## src/rtl/jts16_obj_sched_if.sv

```systemverilog
// Attribute-RAM read port and draw-engine job bus shared by the object scheduler and its peers.
interface jts16_obj_sched_if;
  logic [9:0]  tbl_addr;
  logic [15:0] tbl_dout;
  logic        dr_start;
  logic        dr_busy;
  logic [8:0]  dr_xpos;
  logic [15:0] dr_offset;
  logic [3:0]  dr_bank;
  logic [1:0]  dr_prio;
  logic [5:0]  dr_pal;
  logic [4:0]  dr_hzoom;
  logic        dr_hflip;

  modport master (
    output tbl_addr, dr_start, dr_xpos, dr_offset, dr_bank, dr_prio, dr_pal, dr_hzoom, dr_hflip,
    input  tbl_dout, dr_busy
  );

  modport slave (
    input  tbl_addr, dr_start, dr_xpos, dr_offset, dr_bank, dr_prio, dr_pal, dr_hzoom, dr_hflip,
    output tbl_dout, dr_busy
  );
endinterface

```

## src/rtl/jts16_obj_sched.sv

```systemverilog
// Per-scanline sprite scheduler: walks the object table on hstart and issues one draw job per visible sprite.
module jts16_obj_sched #(
  parameter int unsigned MODEL   = 0,
  parameter int unsigned ENTRIES = 128
) (
  input  logic                  rst,
  input  logic                  clk,
  input  logic                  hstart_i,
  input  logic [8:0]            vrender_i,
  output logic                  done_o,
  jts16_obj_sched_if.master     bus
);

  typedef enum logic [3:0] {
    IDLE, RD0, RD1, RD2, RD3, RD4, RD5, CHECK, CALC, ISSUE, WAIT, NEXT
  } state_t;

  localparam logic [6:0] LAST_ENTRY = 7'(ENTRIES - 1);

  state_t      state_q;
  logic [6:0]  entry_q;
  logic [8:0]  line_q;
  logic [9:0]  tbl_addr_q;
  logic        done_q;
  logic        wait_first_q;
  logic [7:0]  top_q, bot_q;
  logic [8:0]  xpos_q;
  logic [15:0] pitch_q, base_q;
  logic [1:0]  prio_q;
  logic [3:0]  bank_q;
  logic [5:0]  pal_q;
  logic        hflip_q;
  logic [4:0]  hzoom_q;

  logic        dr_start_q;
  logic [8:0]  dr_xpos_q;
  logic [15:0] dr_offset_q;
  logic [3:0]  dr_bank_q;
  logic [1:0]  dr_prio_q;
  logic [5:0]  dr_pal_q;
  logic [4:0]  dr_hzoom_q;
  logic        dr_hflip_q;

  logic [7:0]  rows;
  logic [15:0] rows_p1;
  logic [15:0] offset_d;
  logic [6:0]  entry_nx;
  logic        hit;

  always_comb begin
    rows     = line_q[7:0] - top_q;
    rows_p1  = {8'd0, rows} + 16'd1;
    offset_d = base_q + pitch_q * rows_p1;
    entry_nx = entry_q + 7'd1;
    hit      = ({1'b0, top_q} <= line_q) && (line_q < {1'b0, bot_q});
  end

  always_ff @(posedge clk or posedge rst) begin
    if (rst) begin
      state_q      <= IDLE;
      entry_q      <= '0;
      line_q       <= '0;
      tbl_addr_q   <= '0;
      done_q       <= 1'b1;
      wait_first_q <= 1'b0;
      top_q        <= '0;
      bot_q        <= '0;
      xpos_q       <= '0;
      pitch_q      <= '0;
      base_q       <= '0;
      prio_q       <= '0;
      bank_q       <= '0;
      pal_q        <= '0;
      hflip_q      <= 1'b0;
      hzoom_q      <= '0;
      dr_start_q   <= 1'b0;
      dr_xpos_q    <= '0;
      dr_offset_q  <= '0;
      dr_bank_q    <= '0;
      dr_prio_q    <= '0;
      dr_pal_q     <= '0;
      dr_hzoom_q   <= '0;
      dr_hflip_q   <= 1'b0;
    end else if (hstart_i) begin
      line_q     <= vrender_i;
      entry_q    <= '0;
      done_q     <= 1'b0;
      dr_start_q <= 1'b0;
      tbl_addr_q <= '0;
      state_q    <= RD0;
    end else begin
      case (state_q)
        IDLE: ;
        RD0: begin
          tbl_addr_q <= {entry_q, 3'd1};
          state_q    <= RD1;
        end
        RD1: begin
          {bot_q, top_q} <= bus.tbl_dout;
          tbl_addr_q     <= {entry_q, 3'd2};
          state_q        <= RD2;
        end
        RD2: begin
          xpos_q     <= bus.tbl_dout[8:0];
          tbl_addr_q <= {entry_q, 3'd3};
          state_q    <= RD3;
        end
        RD3: begin
          pitch_q    <= bus.tbl_dout;
          tbl_addr_q <= {entry_q, 3'd4};
          state_q    <= RD4;
        end
        RD4: begin
          base_q     <= bus.tbl_dout;
          tbl_addr_q <= {entry_q, 3'd5};
          state_q    <= RD5;
        end
        RD5: begin
          prio_q  <= bus.tbl_dout[13:12];
          bank_q  <= bus.tbl_dout[11:8];
          pal_q   <= bus.tbl_dout[5:0];
          state_q <= CHECK;
        end
        CHECK: begin
          // Word 5 lands here; the decision needs only word 0, so the last capture overlaps it.
          hflip_q <= bus.tbl_dout[8];
          hzoom_q <= bus.tbl_dout[4:0];
          if (top_q == 8'hFF) begin
            done_q  <= 1'b1;
            state_q <= IDLE;
          end else if (hit) begin
            state_q <= CALC;
          end else begin
            state_q <= NEXT;
          end
        end
        CALC: begin
          dr_offset_q <= offset_d;
          dr_xpos_q   <= xpos_q;
          dr_bank_q   <= bank_q;
          dr_prio_q   <= prio_q;
          dr_pal_q    <= pal_q;
          dr_hzoom_q  <= hzoom_q;
          dr_hflip_q  <= (MODEL == 1) ? hflip_q : 1'b0;
          state_q     <= ISSUE;
        end
        ISSUE: begin
          if (!bus.dr_busy) begin
            dr_start_q   <= 1'b1;
            wait_first_q <= 1'b1;
            state_q      <= WAIT;
          end
        end
        WAIT: begin
          dr_start_q <= 1'b0;
          if (wait_first_q) begin
            wait_first_q <= 1'b0;
          end else if (!bus.dr_busy) begin
            state_q <= NEXT;
          end
        end
        NEXT: begin
          if (entry_q == LAST_ENTRY) begin
            done_q  <= 1'b1;
            state_q <= IDLE;
          end else begin
            entry_q    <= entry_nx;
            tbl_addr_q <= {entry_nx, 3'd0};
            state_q    <= RD0;
          end
        end
        default: state_q <= IDLE;
      endcase
    end
  end

  assign bus.tbl_addr  = tbl_addr_q;
  assign bus.dr_start  = dr_start_q;
  assign bus.dr_xpos   = dr_xpos_q;
  assign bus.dr_offset = dr_offset_q;
  assign bus.dr_bank   = dr_bank_q;
  assign bus.dr_prio   = dr_prio_q;
  assign bus.dr_pal    = dr_pal_q;
  assign bus.dr_hzoom  = dr_hzoom_q;
  assign bus.dr_hflip  = dr_hflip_q;
  assign done_o        = done_q;

endmodule
```

## src/flat_wrapper.sv

```systemverilog
// flat-port wrapper written by rule: the top's interface ports become plain ports
module jts16_obj_sched_flat 
#(
  parameter int unsigned MODEL   = 0,
  parameter int unsigned ENTRIES = 128
)
  (rst, clk, hstart_i, vrender_i, done_o, bus_tbl_addr, bus_dr_start, bus_dr_xpos, bus_dr_offset, bus_dr_bank, bus_dr_prio, bus_dr_pal, bus_dr_hzoom, bus_dr_hflip, bus_tbl_dout, bus_dr_busy);
  jts16_obj_sched_if bus_i ();
  input  logic rst;
  input  logic clk;
  input  logic hstart_i;
  input  logic [8:0] vrender_i;
  output logic done_o;
  output wire logic [$bits(bus_i.tbl_addr)-1:0] bus_tbl_addr;
  output wire logic [$bits(bus_i.dr_start)-1:0] bus_dr_start;
  output wire logic [$bits(bus_i.dr_xpos)-1:0] bus_dr_xpos;
  output wire logic [$bits(bus_i.dr_offset)-1:0] bus_dr_offset;
  output wire logic [$bits(bus_i.dr_bank)-1:0] bus_dr_bank;
  output wire logic [$bits(bus_i.dr_prio)-1:0] bus_dr_prio;
  output wire logic [$bits(bus_i.dr_pal)-1:0] bus_dr_pal;
  output wire logic [$bits(bus_i.dr_hzoom)-1:0] bus_dr_hzoom;
  output wire logic [$bits(bus_i.dr_hflip)-1:0] bus_dr_hflip;
  input wire logic [$bits(bus_i.tbl_dout)-1:0] bus_tbl_dout;
  input wire logic [$bits(bus_i.dr_busy)-1:0] bus_dr_busy;
  assign bus_tbl_addr = bus_i.tbl_addr;
  assign bus_dr_start = bus_i.dr_start;
  assign bus_dr_xpos = bus_i.dr_xpos;
  assign bus_dr_offset = bus_i.dr_offset;
  assign bus_dr_bank = bus_i.dr_bank;
  assign bus_dr_prio = bus_i.dr_prio;
  assign bus_dr_pal = bus_i.dr_pal;
  assign bus_dr_hzoom = bus_i.dr_hzoom;
  assign bus_dr_hflip = bus_i.dr_hflip;
  assign bus_i.tbl_dout = bus_tbl_dout;
  assign bus_i.dr_busy = bus_dr_busy;
  jts16_obj_sched #(.MODEL(MODEL), .ENTRIES(ENTRIES)) u_core (.rst(rst), .clk(clk), .hstart_i(hstart_i), .vrender_i(vrender_i), .done_o(done_o), .bus(bus_i));
endmodule
```

## config.mk

```make
export PLATFORM = sky130hd
export DESIGN_NAME = jts16_obj_sched_flat
export DESIGN_NICKNAME = d
export VERILOG_FILES = /design/src/rtl/jts16_obj_sched_if.sv /design/src/rtl/jts16_obj_sched.sv /design/src/flat_wrapper.sv
export SDC_FILE = /design/constraint.sdc
export NUM_CORES = 1
export LEC_CHECK = 0
export CAP_MARGIN = 5
export CORE_MARGIN = 5
export CORE_UTILIZATION = 40
export CTS_BUF_LIST = sky130_fd_sc_hd__clkbuf_4 sky130_fd_sc_hd__clkbuf_8
export CTS_CLUSTER_SIZE = 10
export DETAILED_ROUTE_END_ITERATION = 10
export GPL_ROUTABILITY_DRIVEN = 0
export PLACE_DENSITY_LB_ADDON = 0.15
export SETUP_SLACK_MARGIN = 0.15
export SLEW_MARGIN = 5
export SYNTH_ARGS = -nofsm -noshare
export SYNTH_HDL_FRONTEND = slang
export SYNTH_SLANG_ARGS = --single-unit
```

## constraint.sdc

```tcl
create_clock -name clk -period 12.4 [get_ports clk]
set_clock_uncertainty 0.05 [all_clocks]
set_input_delay 1.86 -clock clk [delete_from_list [all_inputs] [get_ports clk]]
set_output_delay 1.86 -clock clk [all_outputs]
set_load 0.01 [all_outputs]
```

* Yosys cells after proc, flatten, opt, wreduce, memory -nomap -nowiden *
Cells that the tools add are included.

operators by class
  multipliers = 1
  eq/ne operators = 22
  add/sub/neg operators = 4
  order comparisons = 2
  bitwise gates (word level) = 1
  mux-type cells = 21
  reductions and logical operators = 20

operator list
  cell                                                                   number
  10-bit case mux with 6 select lines                                    1
  4-bit case mux with 12 select lines                                    1
  7-bit 2-to-1 mux                                                       3
  10-bit 2-to-1 mux                                                      2
  4-bit 2-to-1 mux                                                       5
  2-bit AND reduction                                                    10
  16-bit adder                                                           1
  4-bit by 3-bit equality test with 1-bit output, second input constant  4
  4-bit equality test, second input constant                             4
  16-bit by 16-bit multiplier with 16-bit output                         1
  3-bit != test, second input constant                                   4
  8-bit by 1-bit adder with 9-bit output, second input constant          1
  8-bit by 9-bit <= comparator with 1-bit output                         1
  9-bit by 8-bit less-than comparator with 1-bit output                  1
  4-bit by 2-bit equality test with 1-bit output, second input constant  2
  8-bit equality test, second input constant                             1
  8-bit subtractor                                                       1
  7-bit by 1-bit adder with 7-bit output, second input constant          1
  7-bit equality test, second input constant                             1
  7-bit nonzero test                                                     1
  1-bit 2-to-1 mux                                                       6
  2-bit != test, second input constant                                   3
  3-bit by 2-bit != test with 1-bit output, second input constant        2
  3-bit AND reduction                                                    2
  9 further kinds                                                        12

storage, ports and cells
  output and inout bits = 55
  flip-flop bits (word level) = 149
  logic and storage cells = 93

* Longest topological paths before layout *
  word-level depth = 6
  mapped depth = 31
  gate-level depth less buffers = 30

* Worst setup path after synthesis *
OpenSTA, ideal clock, no wires.

  path type = register -> register
  start point = reg u_core.line_q[0]
  end point = reg u_core.dr_offset_q[15] (netlist: u_core.bus.dr_offset[15])
  stages on the path, launching flop included = 30
  data required time = 12226 ps
  setup time = 124 ps
  slack = 5683 ps
  arrival = 6544 ps
  buffers on the path = 1
  path through = dfrtp_1 inv_1 ha_1 inv_1 fa_1 nand3_1 nand2_1 xor2_1 and4bb_4 and2b_4 xnor2_2 clkbuf_2 and2_1 fa_1 fa_1 inv_1 fa_1 fa_1 fa_1 xnor2_1 xnor2_1 xnor2_1 xnor2_1 xnor2_1 xnor2_1 xnor2_1 a31o_1 a21o_1 and3_4 o31a_1

between the ends
  word-level cells in the longest chain between the ends = 4

ends and longest elaborated chain
  what                                            RTL line                source
  start, declared                                 jts16_obj_sched.sv:22   logic [8:0] line_q;
  start signal, assigned                          jts16_obj_sched.sv:85   line_q <= vrender_i;
  8-bit subtractor                                jts16_obj_sched.sv:51   rows = line_q[7:0] - top_q;
  8-bit by 1-bit adder with 9-bit output          jts16_obj_sched.sv:52   rows_p1 = {8'd0, rows} + 16'd1;
  16-bit by 16-bit multiplier with 16-bit output  jts16_obj_sched.sv:53   offset_d = base_q + pitch_q * rows_p1;
  16-bit adder                                    jts16_obj_sched.sv:53
  end signal, assigned                            jts16_obj_sched.sv:138  dr_offset_q <= offset_d;
  end, declared                                   jts16_obj_sched.sv:37   logic [15:0] dr_offset_q;

Every way passes these cells.
A chain may end at the register's enable or synchronous reset.

* Worst setup path in the final report *
  start point = reg u_core.top_q[1]
  end point = reg u_core.dr_offset_q[15] (netlist: u_core.bus.dr_offset[15])

between the ends
  word-level cells in the longest chain between the ends = 4

ends and longest elaborated chain
  what                                            RTL line               source
  start, declared                                 jts16_obj_sched.sv:26  logic [7:0] top_q, bot_q;
  start signal, assigned                          jts16_obj_sched.sv:99  {bot_q, top_q} <= bus.tbl_dout;
  8-bit subtractor                                jts16_obj_sched.sv:51
  8-bit by 1-bit adder with 9-bit output          jts16_obj_sched.sv:52
  16-bit by 16-bit multiplier with 16-bit output  jts16_obj_sched.sv:53
  16-bit adder                                    jts16_obj_sched.sv:53

Every way passes these cells.

==> impl_summary.txt <==
----------------------------------------------------
[Finish]
  Growth of design area from synthesis to finish ... 15.49%
  Number of standard cells in the layout, taps in and fillers out ... roughly 1,400
  Final #Nets ... 1,190
  Final standard cell area without fillers ... 0.01176 mm²
  Antenna diodes ... 0
  Fraction of final layout cells sized beyond drive strength 1 ... approximately 15%
  Filler instances ... 2,438

[STA]
  Upper clock frequency limit ... between 0.1 and 0.15 GHz
  Unrepaired setup endpoints after global routing ... false
  Final setup fails ... 0
  Minimum hold slack ... roughly 0.44 ns
  Final worst path period share ... between 60% and 70%
  Max Slew Vio Count ... 0
  Post-route setup TNS ... 0 ns
  Hold Vio Cnt, Final ... 0
  Worst max-slew margin expressed relative to the limit ... 25.22%
  Worst slew pin tran ... 1.118 ns
  Time the final worst path needs with I/O delays and setup ... ~7.6 ns

[Logic synthesis]
  Post-Syn Nets ... 1,122
  Portion of the post-synthesis area used by sequential elements ... 36.63%
  Cell count after synthesis ... approximately 960
  Share of the synthesized area in the top cell type ... a little over a third
  Post-synthesis instance area ... ~0.010 mm²
  Flip-flop cell with the highest count after synthesis ... dfrtp_1
  Number of distinct library cells after synthesis ... 63
  Cell type with the largest total area after synthesis ... dfrtp_1
  Fraction of synthesis flops using an asynchronous set or reset pin ... between 90% and 100%
  Commonest cells post-synth ... dfrtp_1 (148), inv_1 (132), mux2_2 (104)
  Largest cells by area after synthesis ... dfrtp_1 (36%), fa_1 (16%), mux2_2 (12%)
  Avg Synthesized Cell Area ... approximately 11 µm²
  Number of warnings reported in the yosys synthesis log ... 0
  Most frequent cell after synthesis ... dfrtp_1
  #FFs+latches synth ... ~150
  Post-synth EDFFs ... 0

[Setup path]
  R2R cell count ... 27
  Element type at the critical path start ... register
  Critical Path AT ... approximately 7.9 ns
  Slack of the worst reg-to-reg path ... ~4.8 ns
  Endpoint of the worst register-to-register path ... u_core.bus.dr_offset[15]
  Required time of the critical path ... 12.69 ns
  Worst Setup SP ... u_core.top_q[1]
  Type of the setup path with the least slack ... register to register
  Setup crit end kind ... register
  Critical path endpoint ... u_core.bus.dr_offset[15]
  Crit Reg-Reg Startpoint ... u_core.top_q[1]
  Worst-path fanout max ... 9

[Floorplan]
  DIE AREA ... between 0.02 and 0.03 mm²
  Number of primary I/O pins ... between 80 and 90
  Placeable core region ... 0.02511 mm²
  Row count ... a little under 60
  Die Height ... roughly 170 µm
  Starting Density ... between 40 and 50%
  Die Span X ... between 150 and 200 µm

[CTS]
  Post-CTS setup buffers ... 0
  CTS tree ... yes
  Longest Clk Path Bufs ... 2
  TritonCTS buffer count ... 17
  Clock input transition at the sequential cells of the worst setup and hold paths ... 0.10 ns
  Number of cells upsized or downsized after cts ... 0
  CTS sink cnt ... 149
  Clock Latency Late Sink ... 0.46 ns
  Buffer type at the clock tree root ... clkbuf_8
  H-tree level count ... 4
  Hold-fix buffers, CTS ... 0

[Detailed routing]
  Drt initial violations ... approximately 320
  Number of remaining DRC errors ... 0
  Routed via count ... just under 7,000
  Post-DR vias/cell ... between 4 and 5
  Router iterations before antenna repair ... 5
  Antenna-violating nets left ... 0
  Wire length per cell after detailed routing ... ~17 µm
  Total routed wirelength ... between 20,000 and 25,000 µm

[Placed design]
  Area after DPL ... between 0.01 and 0.015 mm²
  Number of buffers inserted by port buffering ... between 80 and 90
  Placed insts ... around 1,300
  HPWL Detailed ... between 15,000 and 20,000 µm

[Run]
  Max Cap Viol ... 0

[Status]
  Result of the run ... completed

[Global routing]
  Congestion Overflow GR ... 0
  Global-route usage over all layers ... between 10% and 20%
  Wire length of the first global-routing pass ... approximately 39,000 µm
  Initial antenna violation count ... 0
  Number of global-route vias before repair ... between 7,000 and 8,000
  Largest net degree at the start of global routing ... 90

[Hold path]
  Hold Crit Class ... register to register
  Worst hold start ... u_core.bus.dr_offset[5]

----------------------------------------------------
cells by family after synthesis:
| logic type | after synthesis | share of synthesized area, % |
|---|---|---|
| other | 1 | 0.03682 |
| buffers and inverters | 171 | 6.377 |
| AND/OR/NAND/NOR | 233 | 11.50 |
| adder cells (fa/ha/maj) | 134 | 22.29 |
| flip-flops | 149 | 36.63 |
| XOR/XNOR | 44 | 3.858 |
| multiplexers | 106 | 11.70 |
| AO/OA/AOI/OAI | 121 | 7.618 |
sequential cells by signal, summed over array words and instances, names as in the netlist, 2 cells and up:
signal and flops:
u_core.bus.tbl_addr 10, u_core.entry_q 7, u_core.bank_q 4, u_core.bus.dr_hzoom 5, u_core.base_q 16, u_core.bot_q 8
u_core.prio_q 2, u_core.bus.dr_bank 4, u_core.pitch_q 16, u_core.state_q 4, u_core.top_q 8, u_core.bus.dr_xpos 9
u_core.bus.dr_prio 2, u_core.hzoom_q 5, u_core.line_q 9, u_core.bus.dr_pal 6, u_core.xpos_q 9, u_core.bus.dr_offset 16
u_core.pal_q 6
routing by layer:
metal  global-route usage [%]  up-vias  part of all wire, %
met1                    24.05     3377                   48
met4                    4.620        0                  1.3
met2                    27.33      105                   48
met5                        0        -                    0
li1                         -     3247                    -
met3                    2.632       23                  3.0
per-stage QoR:
stage	worst slack [ns]	utilization (%)
floorplan	5.683	-
global placement	4.777	45.07
CTS	4.705	46.84
detailed placement	4.734	45.07
finish	4.762	46.84
global route	4.134	46.84
layout make-up:
| type | instances | area [µm²] | share of cell area, % |
|---|---|---|---|
| Multi-Input combinational cell | 639 | 5807 | 49.37 |
| Clock buffer | 17 | 234.0 | 1.989 |
| Clock inverter | 15 | 211.5 | 1.798 |
| Timing Repair Buffer | 88 | 865.8 | 7.362 |
| Inverter | 132 | 500.5 | 4.255 |
| Tap cell | 330 | 412.9 | 3.511 |
| Sequential cell | 149 | 3730 | 31.71 |
layout by cell type, fill, tap and decap left out, types with 15 or more instances in the layout:
cell             count
dfrtp_1            148
mux2_2             104
o21ai_0             35
a21oi_1             25
fa_1                79
xor2_1              15
clkdlybuf4s50_1     82
ha_1                55
inv_1              131
nor2b_1             23
and2_1              38
nor2_1              39
xnor2_1             28
nand2_1             79
clkbuf_8            17
how the worst min path moves through the flow:
| stage | to | slack (ns) | cells past startpoint |
|---|---|---|---|
| after floorplan | u_core.bus.dr_bank[3] | 0.42 | 1 |
| after global placement | u_core.bus.dr_offset[6] | 0.42 | 2 |
| after detailed placement | u_core.bus.dr_offset[6] | 0.42 | 2 |
| after CTS | u_core.bus.dr_offset[6] | 0.45 | 2 |
| after global routing | u_core.bot_q[3] | 0.47 | 1 |
| final | u_core.bus.dr_offset[5] | 0.44 | 2 |
critical path: stages, from the launching register on:
cell and delay, ns:
dfrtp_1 0.41, inv_1 0.10, ha_1 0.34, and2b_1 0.18, o221ai_1 0.22, a21oi_1 0.17
o21ai_1 0.19, a21boi_1 0.12, or2_2 0.31, xor2_1 0.63, and2_1 0.25, fa_1 0.44
fa_1 0.50, inv_1 0.06, fa_1 0.51, fa_1 0.52, fa_1 0.44, xnor2_1 0.23
xnor2_1 0.16, xnor2_1 0.15, xnor2_1 0.15, xnor2_1 0.10, xnor2_1 0.34, xnor2_1 0.12
a31o_1 0.21, a21o_1 0.21, and3_4 0.17, o31a_1 0.26
Power is not shown: default switching activity piles up to over one toggle a cycle in this logic, so the estimate is an artifact.
